`config.mk`:
```
export PLATFORM = sky130hd
export DESIGN_NAME = edge_pipe_sched
export DESIGN_NICKNAME = d
export VERILOG_FILES = /design/src/rtl/edge_pipe_sched.sv
export SDC_FILE = /design/constraint.sdc
export NUM_CORES = 1
export LEC_CHECK = 0
export BUFFER_PORTS_ARGS = -buffer_cell sky130_fd_sc_hd__buf_2
export CELL_PAD_IN_SITES_DETAIL_PLACEMENT = 1
export CELL_PAD_IN_SITES_GLOBAL_PLACEMENT = 2
export CORE_MARGIN = 2
export CORE_UTILIZATION = 25
export DETAILED_ROUTE_END_ITERATION = 10
export PLACE_DENSITY = 0.63
export SLEW_MARGIN = 5
export SYNTH_ARGS = -nofsm -noshare
export SYNTH_HDL_FRONTEND = slang
export SYNTH_SLANG_ARGS = --single-unit
```
`constraint.sdc`:
```
create_clock -name clk -period 6.28 [get_ports clk]
set_clock_uncertainty 0.2 [all_clocks]
set_input_delay 0.942 -clock clk [delete_from_list [all_inputs] [get_ports clk]]
set_output_delay 0.942 -clock clk [all_outputs]
set_load 0.02 [all_outputs]
```
`src/rtl/edge_pipe_sched.sv`:
```
// Sequences a chain of run/done frame kernels over ping-ponged frame buffers.
// Latency: per enabled stage 1 clear + P run + 1 advance cycle, then a 1-cycle done pulse.
// No backpressure: start is ignored while busy; a stage stalls until its kernel reports done or the watchdog fires.
module edge_pipe_sched #(
    parameter int N_STAGES = 4,
    parameter int STG_BITS = 2,
    parameter int TIMEOUT  = 65536,
    parameter int TMO_BITS = 17
) (
    input  logic                clk,
    input  logic                rst,
    input  logic                start,
    input  logic                abort,
    input  logic [N_STAGES-1:0] stage_en,
    output logic                busy,
    output logic                done,
    output logic                err,
    output logic [1:0]          result_buf,
    output logic [STG_BITS-1:0] cur_stage,
    output logic [N_STAGES-1:0] stg_rst_n,
    output logic [N_STAGES-1:0] stg_run,
    input  logic [N_STAGES-1:0] stg_done,
    output logic [1:0]          src_sel,
    output logic [1:0]          dst_sel
);

    typedef enum logic [2:0] {IDLE, CLR, RUN, ADV, ABRT, FIN} state_t;

    state_t              state_q, state_d;
    logic [N_STAGES-1:0] mask_q, mask_d;
    logic [STG_BITS-1:0] cur_q, cur_d;
    logic [TMO_BITS-1:0] wd_q, wd_d;
    logic                err_q, err_d;
    logic [1:0]          res_q, res_d;
    logic [1:0]          src_q, src_d;
    logic [1:0]          dst_q, dst_d;
    logic                busy_q, busy_d;
    logic                done_q, done_d;
    logic [N_STAGES-1:0] run_q, run_d;
    logic [N_STAGES-1:0] rstn_q, rstn_d;

    logic [STG_BITS-1:0] first_idx;
    logic                first_vld;
    logic [STG_BITS-1:0] nxt_idx;
    logic                nxt_vld;

    // Stage search: lowest bit of the incoming mask, and next enabled stage above the current one.
    always_comb begin
        first_idx = '0;
        first_vld = 1'b0;
        nxt_idx   = '0;
        nxt_vld   = 1'b0;
        for (int i = N_STAGES - 1; i >= 0; i--) begin
            if (stage_en[i]) begin
                first_idx = STG_BITS'(i);
                first_vld = 1'b1;
            end
            if (mask_q[i] && (i > int'(cur_q))) begin
                nxt_idx = STG_BITS'(i);
                nxt_vld = 1'b1;
            end
        end
    end

    // Next-state logic; outputs are derived from the next state so they register alongside it.
    always_comb begin
        state_d = state_q;
        mask_d  = mask_q;
        cur_d   = cur_q;
        wd_d    = wd_q;
        err_d   = err_q;
        res_d   = res_q;
        src_d   = src_q;
        dst_d   = dst_q;

        case (state_q)
            IDLE: begin
                if (start && !abort) begin
                    mask_d = stage_en;
                    err_d  = 1'b0;
                    src_d  = 2'd0;
                    dst_d  = 2'd1;
                    wd_d   = '0;
                    if (first_vld) begin
                        cur_d   = first_idx;
                        state_d = CLR;
                    end else begin
                        res_d   = 2'd0;
                        state_d = FIN;
                    end
                end
            end
            CLR: begin
                wd_d    = '0;
                state_d = abort ? ABRT : RUN;
            end
            RUN: begin
                wd_d = wd_q + 1'b1;
                if (abort) begin
                    state_d = ABRT;
                end else if (stg_done[cur_q]) begin
                    // The done cycle still carries the kernel's last write, so it wins over the watchdog.
                    state_d = ADV;
                end else if (wd_q == TMO_BITS'(TIMEOUT - 1)) begin
                    err_d   = 1'b1;
                    state_d = ABRT;
                end
            end
            ADV: begin
                wd_d = '0;
                if (abort) begin
                    state_d = ABRT;
                end else begin
                    res_d = dst_q;
                    src_d = dst_q;
                    dst_d = 2'd3 - dst_q;
                    if (nxt_vld) begin
                        cur_d   = nxt_idx;
                        state_d = CLR;
                    end else begin
                        state_d = FIN;
                    end
                end
            end
            ABRT: begin
                // Only a watchdog error reports completion; a user abort returns silently.
                state_d = err_q ? FIN : IDLE;
            end
            FIN: begin
                state_d = IDLE;
            end
            default: begin
                state_d = IDLE;
            end
        endcase

        busy_d = (state_d != IDLE);
        done_d = (state_d == FIN);
        run_d  = '0;
        rstn_d = '1;
        case (state_d)
            CLR:     rstn_d[cur_d] = 1'b0;
            RUN:     run_d[cur_d]  = 1'b1;
            ABRT:    rstn_d        = '0;
            default: ;
        endcase
    end

    // State and output registers with synchronous reset; kernels held in reset while rst is high.
    always_ff @(posedge clk) begin
        if (rst) begin
            state_q <= IDLE;
            mask_q  <= '0;
            cur_q   <= '0;
            wd_q    <= '0;
            err_q   <= 1'b0;
            res_q   <= 2'd0;
            src_q   <= 2'd0;
            dst_q   <= 2'd1;
            busy_q  <= 1'b0;
            done_q  <= 1'b0;
            run_q   <= '0;
            rstn_q  <= '0;
        end else begin
            state_q <= state_d;
            mask_q  <= mask_d;
            cur_q   <= cur_d;
            wd_q    <= wd_d;
            err_q   <= err_d;
            res_q   <= res_d;
            src_q   <= src_d;
            dst_q   <= dst_d;
            busy_q  <= busy_d;
            done_q  <= done_d;
            run_q   <= run_d;
            rstn_q  <= rstn_d;
        end
    end

    assign busy       = busy_q;
    assign done       = done_q;
    assign err        = err_q;
    assign result_buf = res_q;
    assign cur_stage  = cur_q;
    assign stg_rst_n  = rstn_q;
    assign stg_run    = run_q;
    assign src_sel    = src_q;
    assign dst_sel    = dst_q;

endmodule

```
# Yosys cells after proc, flatten, opt, wreduce, memory -nomap -nowiden
# Index checks and enable logic that the tools add are counted.
word_totals:
  ff_bits: 43
  out_inout_bits: 19
  elab_cells: 105
classes:
  addsub: 2
  magnitude_cmp: 6
  eq_ne: 15
  muxes: 50
  bitwise_logic: 2
  reduce_logical: 18
ops:
  columns: ["op", "n"]
  rows:
  - ["one-hot mux 17 bit (3 select lines)", 1]
  - ["two-way mux 2 bit", 17]
  - ["two-way mux 3 bit", 9]
  - ["adder 17 x 1 -> 17 bit (second input constant)", 1]
  - ["== test 17 x 16 -> 1 bit (second input constant)", 1]
  - ["two-way mux 17 bit", 1]
  - ["one-hot mux 2 bit (2 select lines)", 4]
  - ["one-hot mux 3 bit (5 select lines)", 1]
  - ["two-way mux 1 bit", 13]
  - ["inequality test 2 bit (second input constant)", 6]
  - ["== test 3 x 2 -> 1 bit (second input constant)", 3]
  - ["== test 3 bit (second input constant)", 3]
  - ["one-hot mux 4 bit (2 select lines)", 1]
  - ["== test 3 x 1 -> 1 bit (second input constant)", 2]
  - ["< comparator 2 x 3 -> 1 bit (second input constant)", 2]
  - ["nonzero test 3 bit", 2]
  - ["logical AND 1 bit", 5]
  - ["AND reduction 5 bit", 1]
  - ["greater-than comparator 2 bit (first input constant)", 2]
  - ["inverter 4 bit", 1]
  - ["AND reduction 2 bit", 2]
  - ["AND reduction 4 bit", 1]
  - ["nonzero test 2 bit", 2]
  - ["OR reduction 2 bit", 2]
  - ["10 further kinds", 10]

# Depth between registers and ports, before layout
depth:
  word_depth: 14
  mapped_depth: 10
  mapped_depth_nobuf: 10

# Worst setup path after synthesis
# OpenSTA, ideal clock, no wires.
synth_path:
  path_kind: "input port to flip-flop"
  start: "input port abort"
  end: "register rstn_q[0], in the netlist stg_rst_n[0]"
  setup_time_ns: 0.138
  arrival_time_ns: 2.166
  required_ns: 5.942
  path_slack_ns: 3.776
  stages: 6
  cell_sequence: "buf_6 nand2b_4 o21bai_1 o311a_1 nor3_1 a21oi_1"
synth_between:
  elab_chain_cells: 10
  word_cells_on_any_way: 19
synth_lines:
  columns: ["element", "line", "rtl"]
  rows:
  - ["from (decl)", "13", "input logic abort,"]
  - ["logical NOT 1 bit", "78", "if (start && !abort) begin"]
  - ["logical AND 1 bit", "78", null]
  - ["two-way mux 2 bit", "78", null]
  - ["one-hot mux 2 bit (2 select lines)", "76", "case (state_q)"]
  - ["< comparator 2 x 3 -> 1 bit (implied by the code) / >= comparator 2 x 1 -> 1 bit (equally long branches)", "142", "CLR: rstn_d[cur_d] = 1'b0;"]
  - ["logical AND 1 bit (implied by the code)", "142", null]
  - ["two-way mux 1 bit (implied by the code)", "142", null]
  - ["demux 1 bit (select 2 bit)", "142", null]
  - ["inverter 4 bit (no line)", null, null]
  - ["one-hot mux 4 bit (2 select lines) *", "141", "case (state_d)"]
  - ["to (signal assigned)", "176", "rstn_q <= rstn_d;"]
  - ["to (decl)", "40", "logic [N_STAGES-1:0] rstn_q, rstn_d;"]
# Every way passes the cells marked *; elsewhere a longest branch is shown, timed or not.
# A chain may end at the register's enable or synchronous reset.

# Worst setup path in the final report
layout_path:
  start: "register wd_q[6]"
  end: "register rstn_q[0], in the netlist stg_rst_n[0]"
layout_between:
  elab_chain_cells: 7
  word_cells_on_any_way: 8
layout_lines:
  columns: ["element", "line", "rtl"]
  rows:
  - ["from (decl)", "32", "logic [TMO_BITS-1:0] wd_q, wd_d;"]
  - ["from (signal assigned)", "168", "wd_q <= wd_d;"]
  - ["== test 17 x 16 -> 1 bit *", "104", "end else if (wd_q == TMO_BITS'(TIMEOUT - 1)) begin"]
  - ["two-way mux 3 bit *", "104", null]
  - ["two-way mux 3 bit *", "101", "end else if (stg_done[cur_q]) begin"]
  - ["two-way mux 3 bit *", "99", "if (abort) begin"]
  - ["one-hot mux 3 bit (5 select lines) *", "76", null]
  - ["== test 3 bit / == test 3 x 1 -> 1 bit (equally long branches)", "141", null]
  - ["one-hot mux 4 bit (2 select lines) *", "141", null]
# Marks and branches as above.

==> qor.txt <==
Synth-to-Final Area Change = 15.8%
DR vias = 1,614
Number of synthesized flops with an enable pin = 0
Hold_ws = 0.258 ns
Wire per inst = 13.5 µm
Worst Tran Pin Value = 0.796 ns
Most Crowded Layer GR = met2
Reg clk slew, reported paths = 0.08 ns
CTS buffer count = 5
Remaining DRCs = 0
Reg2Reg Launch Point = wd_q[6]
Critical Path RT = 6.24 ns
Final Setup Violations = 0
Ys flop type = dfxtp_1
Crit path arrival time = 2.65 ns
Post-cts hold buffer count = 0
Slowest CP cell = dfxtp_1
Max-cap violation count = 0
GRT met1 Usage = 13.9%
Design area = 2330 µm²
Status = finished clean
I/O pin cnt = 31
Cts repair resizes = 0
Hold path startpoint = src_sel[1]
Ys async rst share = 0%
Vias/cell = 4.62
FF+latch area = 841 µm²
Synthesized instance count = 217
GRT overflow = 0
Max_slew headroom = 46.8%
Die Y = 93.7 µm
Worst vdd ir = 0.128 mV
Final wirelength = 4.73 mm
Yosys warns = 0
M3 GR Usage = 2.65%
Detail Placement HPWL = 3.47 mm
Largest net degree at the start of global routing = 23
CP Launch Type = flop
Final net count = 260
Hold Path Class = flop to flop
First-pass detailed-route iteration total = 4
Mapped Nets = 231
ANT cells = 0
Pwr Density = 227 nW/µm²
Largest stage delay on the critical path = 0.41 ns
GP Congestion = 0.696
Initial core utilization = 25.9%
Die width = 93.7 µm
Core area = 7770 µm²
M2 GR Usage = 18.6%
Seq cells post-synth = 42
Critical path class = flop to flop
Post-synthesis sequential area ratio = 41.8%
Layout cell share with drive strength beyond 1 = 21.1%
Setup Buffers After CTS = 0
Min cycle time layout = 2.69 ns
Vias in the first global route = 1,560
Die area = 8780 µm²
Leak Pwr = 0.847 nW
Multi-input gate area in the final layout = 1100 µm²
Crit. End Element = flop
Post-synthesis cell type count = 50
I/O Buffers = 30
Routed Antenna Nets = 0
CP Max Fanout = 5
R2R depth = 10
Slew Viols, Final = 0
CTS tree = done
Pwr Total = 0.000529 W
Fill cells = 941
Cell Rows = 32
Setup tns final = 0 ns
RSZ-0062 raised after global routing = no
Crit-path cells = and4_1 > and4_1 > nand3_1 > nor3_1 > ha_1 > o21ba_2 > o21ai_0 > a31oi_1 > a21oi_1 > a21oi_1
Antenna violations before repair = 0
Clock latency on the worst-skew pair = 0.29 ns
Worst setup path start = wd_q[6]
Hold path depth = 2
Dpl cell area = 2230 µm²
Period utilization = 42.8%
Mapped cell area = 2010 µm²
Max Fclk = 372 MHz
CTS Sinks = 42
Final Hold Viols = 0
Post-synthesis average cell area = 9.27 µm²
Drt first-iter violations = 50
Max clock buf depth = 2
First-pass GRT wire length = 7.56 mm
GRT Overall Usage = 11.0%
H-tree depth = 2
CTS Root Cell = clkbuf_8
==> cells in the final DEF, fill, tap and decap left out, drive strengths merged, types with 2 or more instances in the layout <==
cell / synthesis / routed
xnor2: 4 / 4
and4: 3 / 3
nor3b: 3 / 3
inv: 3 / 3
nor2: 36 / 36
or3: 2 / 2
xor2: 11 / 11
nor2b: 5 / 5
ha: 2 / 2
nand4: 6 / 6
and3b: 3 / 3
a211oi: 2 / 2
clkbuf: 3 / 6
o21bai: 4 / 4
buf: 5 / 30
a31oi: 2 / 2
nand2: 16 / 16
nand3b: 2 / 2
a21oi: 17 / 17
nand3: 6 / 6
nor3: 6 / 6
o21ai: 4 / 4
mux2i: 3 / 3
a2111oi: 3 / 3
a21o: 3 / 3
nand2b: 5 / 5
dfxtp: 42 / 42
==> kinds of logic (layout without fill, tap and decap cells) <==
family | count (synthesis) | count (layout) | share of synthesized area (%)
flip-flops | 42 | 42 | 41.8
AO/OA/AOI/OAI | 44 | 44 | 17.9
adder cells (fa/ha/maj) | 2 | 2 | 1.24
multiplexers | 4 | 4 | 2.61
buffers and inverters | 11 | 41 | 3.30
AND/OR/NAND/NOR | 99 | 99 | 26.6
XOR/XNOR | 15 | 15 | 6.53
==> routing by layer <==
layer / vias up / wire [µm] / part of all wire (%)
li1: 830 / - / -
met1: 758 / 2230 / 47
met2: 21 / 2300 / 49
met3: 5 / 158 / 3.3
met4: 0 / 48 / 1.0
met5: - / 0 / 0
==> synthesized netlist by cell type, types with 4 or more instances <==
library cell | number | area (µm²)
nor2_1 | 34 | 128
xor2_1 | 11 | 96.3
xnor2_1 | 4 | 35.0
dfxtp_1 | 42 | 841
nor2b_1 | 5 | 31.3
nand4_1 | 6 | 37.5
nand2b_1 | 4 | 25.0
nor3_1 | 5 | 25.0
nand3_1 | 6 | 30.0
o21ai_0 | 4 | 20.0
a21oi_1 | 16 | 80.1
o21bai_1 | 4 | 30.0
nand2_1 | 16 | 60.1
==> through the flow <==
stage | worst slack, ns | instances | utilization (%)
2_1_floorplan | 3.78 | 217 | -
3_3_place_gp | 3.39 | 341 | 28.8
3_5_place_dp | 3.34 | 341 | 28.8
4_1_cts | 3.55 | 349 | 30.0
5_1_grt | 3.24 | 349 | 30.0
6_report | 3.59 | 349 | 30.0
==> cell type report <==
class                      instances  area share (%)
inverter                           3           0.484
tap                              102            5.48
multi-input combinational        164            47.4
clock inverter                     2           0.537
clock buffer                       6            3.55
sequential                        42            36.1
timing repair buffer              30            6.45
==> power breakdown <==
group | leakage, nW | internal (W) | switching (W)
Combinational | 0.459 | 0.0000245 | 0.0000382
Clock | 0.0472 | 0.0000885 | 0.0000959
Sequential | 0.341 | 0.000274 | 0.00000804
==> state kept, by name (all words and copies together), names as in the netlist <==
name / cells
wd_q: 17
stg_rst_n: 4
stg_run: 4
mask_q: 3
state_q: 3
cur_stage: 2
dst_sel: 2
result_buf: 2
src_sel: 2
busy: 1
done: 1
err: 1
==> final timing paths <==
| kind | end | slack [ns] |
|---|---|---|
| hold reg to reg | src_sel[1] | 0.26 |
| hold / removal | src_sel[1] | 0.26 |
| setup / recovery | stg_rst_n[0] | 3.59 |
| setup reg to reg | stg_rst_n[0] | 3.59 |
==> critical path: cells and delay by family, from the launching register on <==
family	cells	cell delay [ns]
compound gates	5	0.86
flops	1	0.41
fa+ha+maj	1	0.22
simple gates	4	0.87
No activity file was read; power rests on OpenSTA's default activity.
